File: src/rtl/clk_gen_div.sv
// Multi-channel programmable clock/enable generator: per-channel divide, duty and
// phase, all channels restarted together on cfg_load, with a common lock flag.

module clk_gen_div_ch #(
  parameter int CNT_W = 16
) (
  input  logic             clk,
  input  logic             rst,
  input  logic             load,
  input  logic             preset,
  input  logic             run,
  input  logic [CNT_W-1:0] div_in,
  input  logic [CNT_W-1:0] high_in,
  input  logic [CNT_W-1:0] phase_in,
  input  logic             en_in,
  output logic             clk_out,
  output logic             clk_rise,
  output logic             cfg_err
);
  localparam logic [CNT_W-1:0] ONE = CNT_W'(1);
  localparam logic [CNT_W-1:0] TWO = CNT_W'(2);

  logic [CNT_W-1:0] div_q, high_q, phase_q, cnt, cnt_nxt;
  logic             en_q, ok, err_nxt;

  assign ok      = en_q && !cfg_err;
  assign err_nxt = en_in && ((div_in < TWO) || (phase_in >= div_in));

  // Preset places the counter so the first wrap to zero lands phase cycles later.
  always_comb begin
    cnt_nxt = cnt + ONE;
    if (preset)
      cnt_nxt = (phase_q != '0) ? (div_q - phase_q) : '0;
    else if (cnt == div_q - ONE)
      cnt_nxt = '0;
  end

  always_ff @(posedge clk) begin
    if (rst) begin
      div_q    <= '0;
      high_q   <= '0;
      phase_q  <= '0;
      en_q     <= 1'b0;
      cfg_err  <= 1'b0;
      cnt      <= '0;
      clk_out  <= 1'b0;
      clk_rise <= 1'b0;
    end else if (load) begin
      div_q    <= div_in;
      high_q   <= high_in;
      phase_q  <= phase_in;
      en_q     <= en_in;
      cfg_err  <= err_nxt;
      cnt      <= '0;
      clk_out  <= 1'b0;
      clk_rise <= 1'b0;
    end else if (preset || run) begin
      cnt      <= cnt_nxt;
      clk_out  <= ok && (cnt_nxt < high_q);
      clk_rise <= ok && (cnt_nxt == '0) && (high_q != '0);
    end else begin
      clk_out  <= 1'b0;
      clk_rise <= 1'b0;
    end
  end
endmodule

module clk_gen_div #(
  parameter int CH_NUM   = 4,
  parameter int CNT_W    = 16,
  parameter int LOCK_CYC = 8
) (
  input  logic                    sys_clk,
  input  logic                    sys_rst,
  input  logic                    cfg_load,
  input  logic [CH_NUM*CNT_W-1:0] cfg_div,
  input  logic [CH_NUM*CNT_W-1:0] cfg_high,
  input  logic [CH_NUM*CNT_W-1:0] cfg_phase,
  input  logic [CH_NUM-1:0]       cfg_en,
  output logic [CH_NUM-1:0]       clk_out,
  output logic [CH_NUM-1:0]       clk_rise,
  output logic [CH_NUM-1:0]       cfg_err,
  output logic                    locked
);
  localparam int              SW          = $clog2(LOCK_CYC + 1);
  localparam logic [SW-1:0]   SETTLE_LAST = SW'(LOCK_CYC - 1);

  typedef enum logic [1:0] {IDLE, ALIGN, SETTLE, RUN} state_t;

  state_t        state, state_nxt;
  logic [SW-1:0] settle_cnt;
  logic          ch_preset, ch_run;

  always_ff @(posedge sys_clk) begin
    if (sys_rst) state <= IDLE;
    else         state <= state_nxt;
  end

  always_comb begin
    state_nxt = state;
    ch_preset = 1'b0;
    ch_run    = 1'b0;
    if (cfg_load) begin
      state_nxt = ALIGN;
    end else begin
      case (state)
        IDLE:   state_nxt = IDLE;
        ALIGN: begin
          ch_preset = 1'b1;
          state_nxt = SETTLE;
        end
        SETTLE: begin
          ch_run = 1'b1;
          if (settle_cnt == SETTLE_LAST) state_nxt = RUN;
        end
        RUN:    ch_run = 1'b1;
        default: state_nxt = IDLE;
      endcase
    end
  end

  // Channels are aligned by construction, so lock is purely a settle-time count.
  always_ff @(posedge sys_clk) begin
    if (sys_rst) begin
      settle_cnt <= '0;
      locked     <= 1'b0;
    end else begin
      if (state == ALIGN)       settle_cnt <= '0;
      else if (state == SETTLE) settle_cnt <= settle_cnt + SW'(1);
      locked <= !cfg_load && (state_nxt == RUN);
    end
  end

  for (genvar i = 0; i < CH_NUM; i++) begin : g_ch
    clk_gen_div_ch #(.CNT_W(CNT_W)) u_ch (
      .clk      (sys_clk),
      .rst      (sys_rst),
      .load     (cfg_load),
      .preset   (ch_preset),
      .run      (ch_run),
      .div_in   (cfg_div[i*CNT_W +: CNT_W]),
      .high_in  (cfg_high[i*CNT_W +: CNT_W]),
      .phase_in (cfg_phase[i*CNT_W +: CNT_W]),
      .en_in    (cfg_en[i]),
      .clk_out  (clk_out[i]),
      .clk_rise (clk_rise[i]),
      .cfg_err  (cfg_err[i])
    );
  end
endmodule

File: config.mk
export PLATFORM = sky130hd
export DESIGN_NAME = clk_gen_div
export DESIGN_NICKNAME = d
export VERILOG_FILES = /design/src/rtl/clk_gen_div.sv
export SDC_FILE = /design/constraint.sdc
export NUM_CORES = 1
export LEC_CHECK = 0
export ABC_AREA = 1
export ABC_CLOCK_PERIOD_IN_PS = 4000
export BUFFER_PORTS_ARGS = -buffer_cell sky130_fd_sc_hd__buf_2
export CORE_ASPECT_RATIO = 0.5
export CORE_UTILIZATION = 57
export CTS_BUF_LIST = sky130_fd_sc_hd__clkbuf_2 sky130_fd_sc_hd__clkbuf_4 sky130_fd_sc_hd__clkbuf_8
export DETAILED_ROUTE_END_ITERATION = 8
export GPL_TIMING_DRIVEN = 1
export PLACE_DENSITY = 0.89
export REMOVE_ABC_BUFFERS = 1
export SKIP_CTS_REPAIR_TIMING = 1
export SLEW_MARGIN = 10
export SYNTH_ARGS = -nofsm -noshare
export SYNTH_HDL_FRONTEND = slang
export SYNTH_SLANG_ARGS = --single-unit
File: constraint.sdc
create_clock -name sys_clk -period 4 [get_ports sys_clk]
set_clock_uncertainty 0.05 [all_clocks]
set_input_delay 0.8 -clock sys_clk [delete_from_list [all_inputs] [get_ports sys_clk]]
set_output_delay 0.8 -clock sys_clk [all_outputs]
set_load 0.005 [all_outputs]
==> results of run 1 <==
## kinds of logic (layout without fill, tap and decap cells)
group / Yosys count / after routing / synth area share
and+or+nand+nor: 1324 / 1324 / 0.292
AOI/OAI and AO/OA: 603 / 603 / 0.160
adders and majority gates: 197 / 197 / 0.121
DFF: 279 / 279 / 0.272
xor gates and xnor gates: 88 / 88 / 0.0379
buffers and inverters: 627 / 830 / 0.118
other: 0 / 2 / 0
## metal layers
layer	share of wire	wire, um	GRT usage
met1	0.45	26600	0.424
met2	0.44	26300	0.528
met3	0.081	4840	0.0496
met4	0.031	1850	0.109
met5	0	0	0
## flip-flops by register name, indices dropped and copies added (netlist names), 64 cells and up
register / count
g_ch.u_ch.high_q: 64
g_ch.u_ch.cnt: 64
g_ch.u_ch.div_q: 64
g_ch.u_ch.phase_q: 64
## cells in the mapped netlist, drive strengths merged, types with 21 or more instances
| cell type | number | area (um2) |
|---|---|---|
| buf | 21 | 139 |
| nand3b | 24 | 184 |
| dfxtp | 279 | 5590 |
| xor2 | 54 | 480 |
| xnor2 | 34 | 298 |
| nor4 | 31 | 213 |
| nand3 | 268 | 1380 |
| clkbuf | 79 | 298 |
| a21oi | 189 | 950 |
| nor2 | 265 | 1120 |
| o21ai | 304 | 1540 |
| nand2 | 621 | 2370 |
| ha | 193 | 2410 |
| inv | 527 | 1980 |
| nor3 | 28 | 178 |
| nand4 | 65 | 407 |
| o22ai | 50 | 313 |
## through the flow
| step | cell area (um2) | power (W) |
|---|---|---|
| 2_1_floorplan | 20100 | 0.00454 |
| 6_report | 22900 | 0.00785 |
| 3_3_place_gp | 21900 | 0.00510 |
| 5_1_grt | 22900 | 0.00829 |
| 4_1_cts | 22900 | 0.00783 |
| 3_5_place_dp | 21900 | 0.00516 |
## cells in the final DEF, fill, tap and decap left out, types with 7 or more instances in the layout
| master | netlist | final |
|---|---|---|
| a211oi_1 | 13 | 13 |
| a21oi_1 | 188 | 188 |
| buf_2 | 6 | 210 |
| buf_4 | 12 | 15 |
| clkbuf_4 | 0 | 14 |
| clkbuf_8 | 0 | 51 |
| clkinv_2 | 0 | 7 |
| dfxtp_1 | 279 | 279 |
| ha_1 | 193 | 193 |
| inv_1 | 513 | 511 |
| inv_2 | 14 | 14 |
| nand2_1 | 609 | 608 |
| nand2_2 | 11 | 12 |
| nand3_1 | 261 | 261 |
| nand3_2 | 7 | 7 |
| nand3b_1 | 23 | 23 |
| nand4_1 | 65 | 65 |
| nor2_1 | 231 | 230 |
| nor2_2 | 25 | 25 |
| nor2_4 | 9 | 10 |
| nor3_1 | 23 | 23 |
| nor4_1 | 28 | 28 |
| o211ai_1 | 8 | 8 |
| o21ai_0 | 283 | 283 |
| o21ai_1 | 17 | 17 |
| o22ai_1 | 50 | 50 |
| or2_2 | 11 | 11 |
| xnor2_1 | 34 | 34 |
| xor2_1 | 53 | 53 |
## path summary, 6_finish.rpt
path / startpoint / endpoint / depth (start not counted)
setup reg to reg: g_ch[3].u_ch.div_q[0]$_SDFFE_PP0P_ / g_ch[3].u_ch.clk_out$_SDFF_PP0_ / 23
hold reg to reg: g_ch[0].u_ch.cfg_err$_SDFFE_PP0P_ / g_ch[0].u_ch.cfg_err$_SDFFE_PP0P_ / 2
hold / removal: cfg_high[16] / g_ch[1].u_ch.high_q[0]$_SDFFE_PP0P_ / 3
setup / recovery: g_ch[3].u_ch.div_q[0]$_SDFFE_PP0P_ / g_ch[3].u_ch.clk_out$_SDFF_PP0_ / 23
## final cells by class
type                            instances  area share
Clock inverter                         11     0.00580
Sequential cell                       279       0.244
Timing Repair Buffer                  227      0.0526
Clock buffer                           65      0.0353
Antenna cell                            2    0.000219
Tap cell                              475      0.0260
Multi-Input combinational cell       2212       0.549
Inverter                              527      0.0868
## worst register-to-register path: cells and delay by family, from the launching register on
kind / cells / cell delay (ns)
flops: 1 / 0.33
compound gates: 7 / 1.14
simple gates: 10 / 0.89
fa+ha+maj: 3 / 0.75
buf+inv: 3 / 0.25
## where the power goes
group / internal (W) / switching (W)
sequential: 0.00292 / 0.000127
combinational: 0.000767 / 0.00135
clock: 0.00148 / 0.00120
total: 0.00517 / 0.00268
==> summary.txt, run 1 <==
Detailed routing
  – Final wirelength: roughly 60 mm
  – Drc violations: 0
  – Vias: roughly 21000
  – Initial DRC count: around 1900
  – Antenna-violating nets left: 0
  – TritonRoute pass-1 iters: 6
  – Via density: approximately 5.6
  – DR WL/cell: roughly 16 um

Final layout
  – Layout cells sized above 1: 0.122
  – Final Core Density: 0.654
  – Multi-input logic area: roughly 13000 um2
  – # fillers: between 3000 and 4000
  – Post-Layout Cell Count: 3798
  – Final nets: 3685
  – FF/Latch Area: 5590 um2
  – Layout area overhead: 11.3%

Global route
  – Tot GR Track Use: 0.319
  – Grt ovf: 0
  – Vias in the first global route: ~20000
  – Largest net degree at the start of global routing: between 100 and 150
  – Antenna violations before repair: 2
  – First-pass GRT wire length: around 96 mm

STA
  – Pins over their slew limit: 0
  – Period minus WS final: 3.47 ns
  – Hold_ws: about 0.38 ns
  – Setup_tns: 0 ns
  – Setup violations, final: 0
  – Final WS setup: 0.528 ns
  – Final hold viol count: 0
  – Relative slew slack: 0.315
  – Period utilization: 0.868
  – Tightest Pin Transition: approximately 1.0 ns
  – RSZ-0062 raised after global routing: false
  – FMAX: approximately 0.29 GHz

Setup path
  – R2r setup slk: around 0.53 ns
  – WS Path Type: reg -> reg
  – Critical path data arrival time: about 3.9 ns
  – Crit Path Max Fanout: 5
  – Worst-path cell chain: inv_2 -> ha_1 -> inv_1 -> fa_1 -> nand3_1 -> nand3_1 -> nand2_1 -> nand2_1 -> a21oi_1 -> o21ai_1 -> nand2_1 -> nand2_1 -> nand3_1 -> nand2_1 -> or2_0 -> a21oi_1 -> inv_1 -> ha_1 -> a21oi_1 -> nor2_1 -> o21ai_0 -> o2111ai_1 -> a21oi_1
  – Critical Path Max Stage Delay: approximately 0.4 ns
  – Crit path max-delay family: compound AO/OA/AOI/OAI gates
  – Buf+Inv Stages, Crit Path: 3
  – Critical Path Sink Type: flop
  – Worst path required time: roughly 4.5 ns
  – Worst path slowest cell: fa_1
  – Critical path launch point type: flop
  – Worst path most repeated cell: nand2_1

Synthesis
  – Post-synth EDFFs: 0
  – Synth warnings: 0
  – Top_reg_cell synth: dfxtp_1
  – Fraction of registers with async set/reset: 0
  – Syn_area_per_cell: approximately 6.6 um2
  – Synth Instances: between 3000 and 4000
  – Sequential-to-total area share from yosys stat: 0.272
  – Synth Cell Area: ~21000 um2
  – Seq cells post-synth: ~280
  – Netlist cell types: 60

Die
  – Initial core utilization: 0.588
  – Core Rows: 48
  – IO Count: 212
  – Die area: approximately 37000 um2
  – Die width: around 270 um
  – Die extent in y: between 100 and 150 um
  – Core area: 35000 um2

CTS
  – Num CTS Buffers: 42
  – Clk buf depth: 3
  – CTS tree: built
  – Clk Tree Root Cell: clkbuf_8
  – Reg clk slew, reported paths: approximately 0.08 ns
  – CTS H-tree depth: 2
  – Clk sinks: roughly 280
  – Clk_lat worst skew: 0.60 ns

Flow run
  – MaxCap Viol Count: 0

Placement
  – Placed Instances: 3720
  – Detail Placement HPWL: approximately 46 mm
  – Place WS: roughly 0.55 ns
  – GP Congestion: 0.957
  – Port Buf Inserts: about 210

Power and ir drop
  – Pwr Density: 343 nW/um2
  – Max IR drop VDD: 184 uV
  – P_leak: around 12 nW

Run status
  – Status: complete, no violations

Min path
  – Worst hold path type: in -> reg
(Power assumes the default switching activity.)
==> inputs of run 2 (changes only) <==
Settings changed: ABC_CLOCK_PERIOD_IN_PS 4000 to 3600, SKIP_CTS_REPAIR_TIMING 1 to default.
Clock period 4 ns to 3.6 ns, I/O delays scaled along.
==> run 2 against run 1 <==
Global-route usage is 0.37 points lower; critical path depth is 4 lower; setup slack worse by 0.31 ns; non-clock buffer count is 6 higher; critical endpoint is now g_ch[1].u_ch.clk_out$_SDFF_PP0_.
==> summary.txt, run 2 (synthesis gave the netlist of run 1 again) <==
Detailed routing
  – Via density: 5.60 (was 5.63)
  – DR WL/cell: 15.5 um (was 15.7 um)
  – Antenna-violating nets left: 0 (unchanged)
  – TritonRoute pass-1 iters: 6 (unchanged)
  – Drc violations: 0 (unchanged)
  – Vias: 21300 (was 21400)
  – Initial DRC count: 1801 (was 1936)
  – Final wirelength: 59.1 mm (was 59.6 mm)

Placement
  – Detail Placement HPWL: 45.0 mm (was 45.7 mm)
  – Port Buf Inserts: 211 (unchanged)
  – GP Congestion: 0.931 (was 0.957)
  – Place WS: 0.151 ns (was 0.552 ns)

Die
  – IO Count: 212 (unchanged)
  – Core Rows: 48 (unchanged)
  – Core area: 35000 um2 (unchanged)
  – Die extent in y: 136 um (unchanged)
  – Initial core utilization: 0.588 (unchanged)
  – Die area: 36900 um2 (unchanged)
  – Die width: 270 um (unchanged)

CTS
  – CTS tree: built (unchanged)
  – CTS H-tree depth: 2 (unchanged)
  – Clk sinks: 279 (unchanged)
  – Reg clk slew, reported paths: 0.07 ns (was 0.08 ns)
  – Hold buffer count at cts: 0
  – Clk buf depth: 3 (unchanged)
  – Clk_lat worst skew: 0.61 ns (was 0.60 ns)
  – Clk Tree Root Cell: clkbuf_8 (unchanged)
  – Num CTS Buffers: 42 (unchanged)

STA
  – Final hold viol count: 0 (unchanged)
  – Pins over their slew limit: 0 (unchanged)
  – Period minus WS final: 3.38 ns (was 3.47 ns)
  – FMAX: 0.295 GHz (was 0.288 GHz)
  – Period utilization: 0.940 (was 0.868)
  – Final WS setup: 0.215 ns (was 0.528 ns)
  – Relative slew slack: 0.339 (was 0.315)
  – Setup_tns: 0 ns (unchanged)
  – Setup violations, final: 0 (unchanged)
  – Hold_ws: 0.299 ns (was 0.382 ns)
  – Tightest Pin Transition: 0.991 ns (was 1.03 ns)

Global route
  – Antenna violations before repair: 2 (unchanged)
  – First-pass GRT wire length: 95.2 mm (was 96.4 mm)
  – Tot GR Track Use: 0.315 (was 0.319)
  – Vias in the first global route: 19600 (was 19800)
  – Largest net degree at the start of global routing: 133 (was 130)
  – Grt ovf: 0 (unchanged)

Final layout
  – Layout cells sized above 1: 0.126 (was 0.122)
  – Layout area overhead: 11.8% (was 11.3%)
  – Commonest non-fill, non-tap cell in the layout: nand2_1 (unchanged)
  – Highest-count cells in the layout ignoring fill and taps: 608 x nand2_1, 510 x inv_1, 283 x o21ai_0 (was 608 x nand2_1, 511 x inv_1, 283 x o21ai_0)
  – Final nets: 3691 (was 3685)

Power and ir drop
  – Int Pwr: 0.00567 W (was 0.00517 W)
  – Combinational cell fraction of total power: 0.273 (was 0.270)
  – P_leak: 11.6 nW (was 11.5 nW)
  – Pwr Density: 378 nW/um2 (was 343 nW/um2)
  – Max IR drop VDD: 312 uV (was 184 uV)
  – Psw: 0.00301 W (was 0.00268 W)
  – Sequential share of power: 0.390 (was 0.388)
  – Clk pwr share: 0.337 (was 0.342)
  – Switching Fraction: 0.347 (was 0.342)

Setup path
  – Worst path required time: 4.08 ns (was 4.46 ns)
  – Crit Path Max Fanout: 8 (was 5)
  – Reg2Reg Launch Point: g_ch[1].u_ch.div_q[0]$_SDFFE_PP0P_ (was g_ch[3].u_ch.div_q[0]$_SDFFE_PP0P_)
  – Critical path launch point type: flop (unchanged)
  – Critical Path Sink Type: flop (unchanged)
  – Critical Path Start: g_ch[1].u_ch.div_q[0]$_SDFFE_PP0P_ (was g_ch[3].u_ch.div_q[0]$_SDFFE_PP0P_)
  – WS Path Type: reg -> reg (unchanged)
  – Critical path data arrival time: 3.87 ns (was 3.94 ns)

Min path
  – Worst Hold Launch: cfg_high[17] (was cfg_high[16])
  – Worst hold path type: in -> reg (unchanged)

Run status
  – Status: complete, no violations (unchanged)

Flow run
  – MaxCap Viol Count: 0 (unchanged)
[run 2: final cells by class]
class	count	area, um2
Antenna cell	2	5.00
Timing Repair Buffer	233	1270
Clock buffer	68	880
Inverter	527	1990
Clock inverter	9	57.6
Sequential cell	279	5590
Multi-Input combinational cell	2212	12600
Fill cell	3138	12000
Tap cell	475	594
[run 2: timing repair]
| item | 4_1_cts | 5_1_grt |
|---|---|---|
| setup buffers | 0 | 2 |
| setup endpoints to repair | 0 | 4 |
| hold endpoints to repair | 0 | 0 |
| gates resized for setup | 0 | 10 |
[run 2: power by group through the flow]
stage	combinational, W	clock, W	sequential, W
3_3_place_gp	0.00222	0	0.00344
4_1_cts	0.00232	0.00295	0.00338
3_5_place_dp	0.00230	0	0.00345
5_1_grt	0.00268	0.00308	0.00340
2_1_floorplan	0.00164	0	0.00341
6_report	0.00237	0.00292	0.00338
[run 2: final timing paths]
path                                    endpoint  slack, ns  cells past startpoint
max              g_ch[1].u_ch.clk_out$_SDFF_PP0_       0.22                     19
min          g_ch[1].u_ch.high_q[1]$_SDFFE_PP0P_       0.30                      3
max reg2reg      g_ch[1].u_ch.clk_out$_SDFF_PP0_       0.22                     19
min reg2reg           settle_cnt[1]$_SDFFE_PP0P_       0.43                      2
[run 2: per-layer routing]
| metal | global-route usage | routed length, um | vias to the layer above |
|---|---|---|---|
| met5 | 0 | 0 | - |
| met4 | 0.0995 | 1470 | 0 |
| met3 | 0.0516 | 4640 | 112 |
| met2 | 0.523 | 26200 | 816 |
| met1 | 0.420 | 26800 | 9735 |
| li1 | - | - | 10600 |
[run 2: metrics by stage]
stage / cells / instance area, um2 / utilization / total power [W]
CTS: 3801 / 22900 / 0.656 / 0.00864
finish: 3805 / 23000 / 0.657 / 0.00868
global route: 3805 / 23000 / 0.657 / 0.00916
global placement: 3724 / 22000 / 0.629 / 0.00566
floorplan: 3018 / 20100 / - / 0.00505
detailed placement: 3724 / 22000 / 0.629 / 0.00574
[run 2: critical path, stage by stage, from the launching register on]
cell	delay (ns)
dfxtp_1	0.33
inv_1	0.14
ha_1	0.24
nand2_1	0.13
nor2_1	0.20
nand3_1	0.12
nand3_1	0.10
nand2_1	0.06
nor2_1	0.10
nand2_1	0.07
nor2_2	0.11
nand2_2	0.14
nand2_2	0.16
inv_1	0.08
o211ai_2	0.08
nand2_2	0.08
ha_1	0.34
a2111oi_1	0.45
o2111ai_1	0.17
a21oi_1	0.15
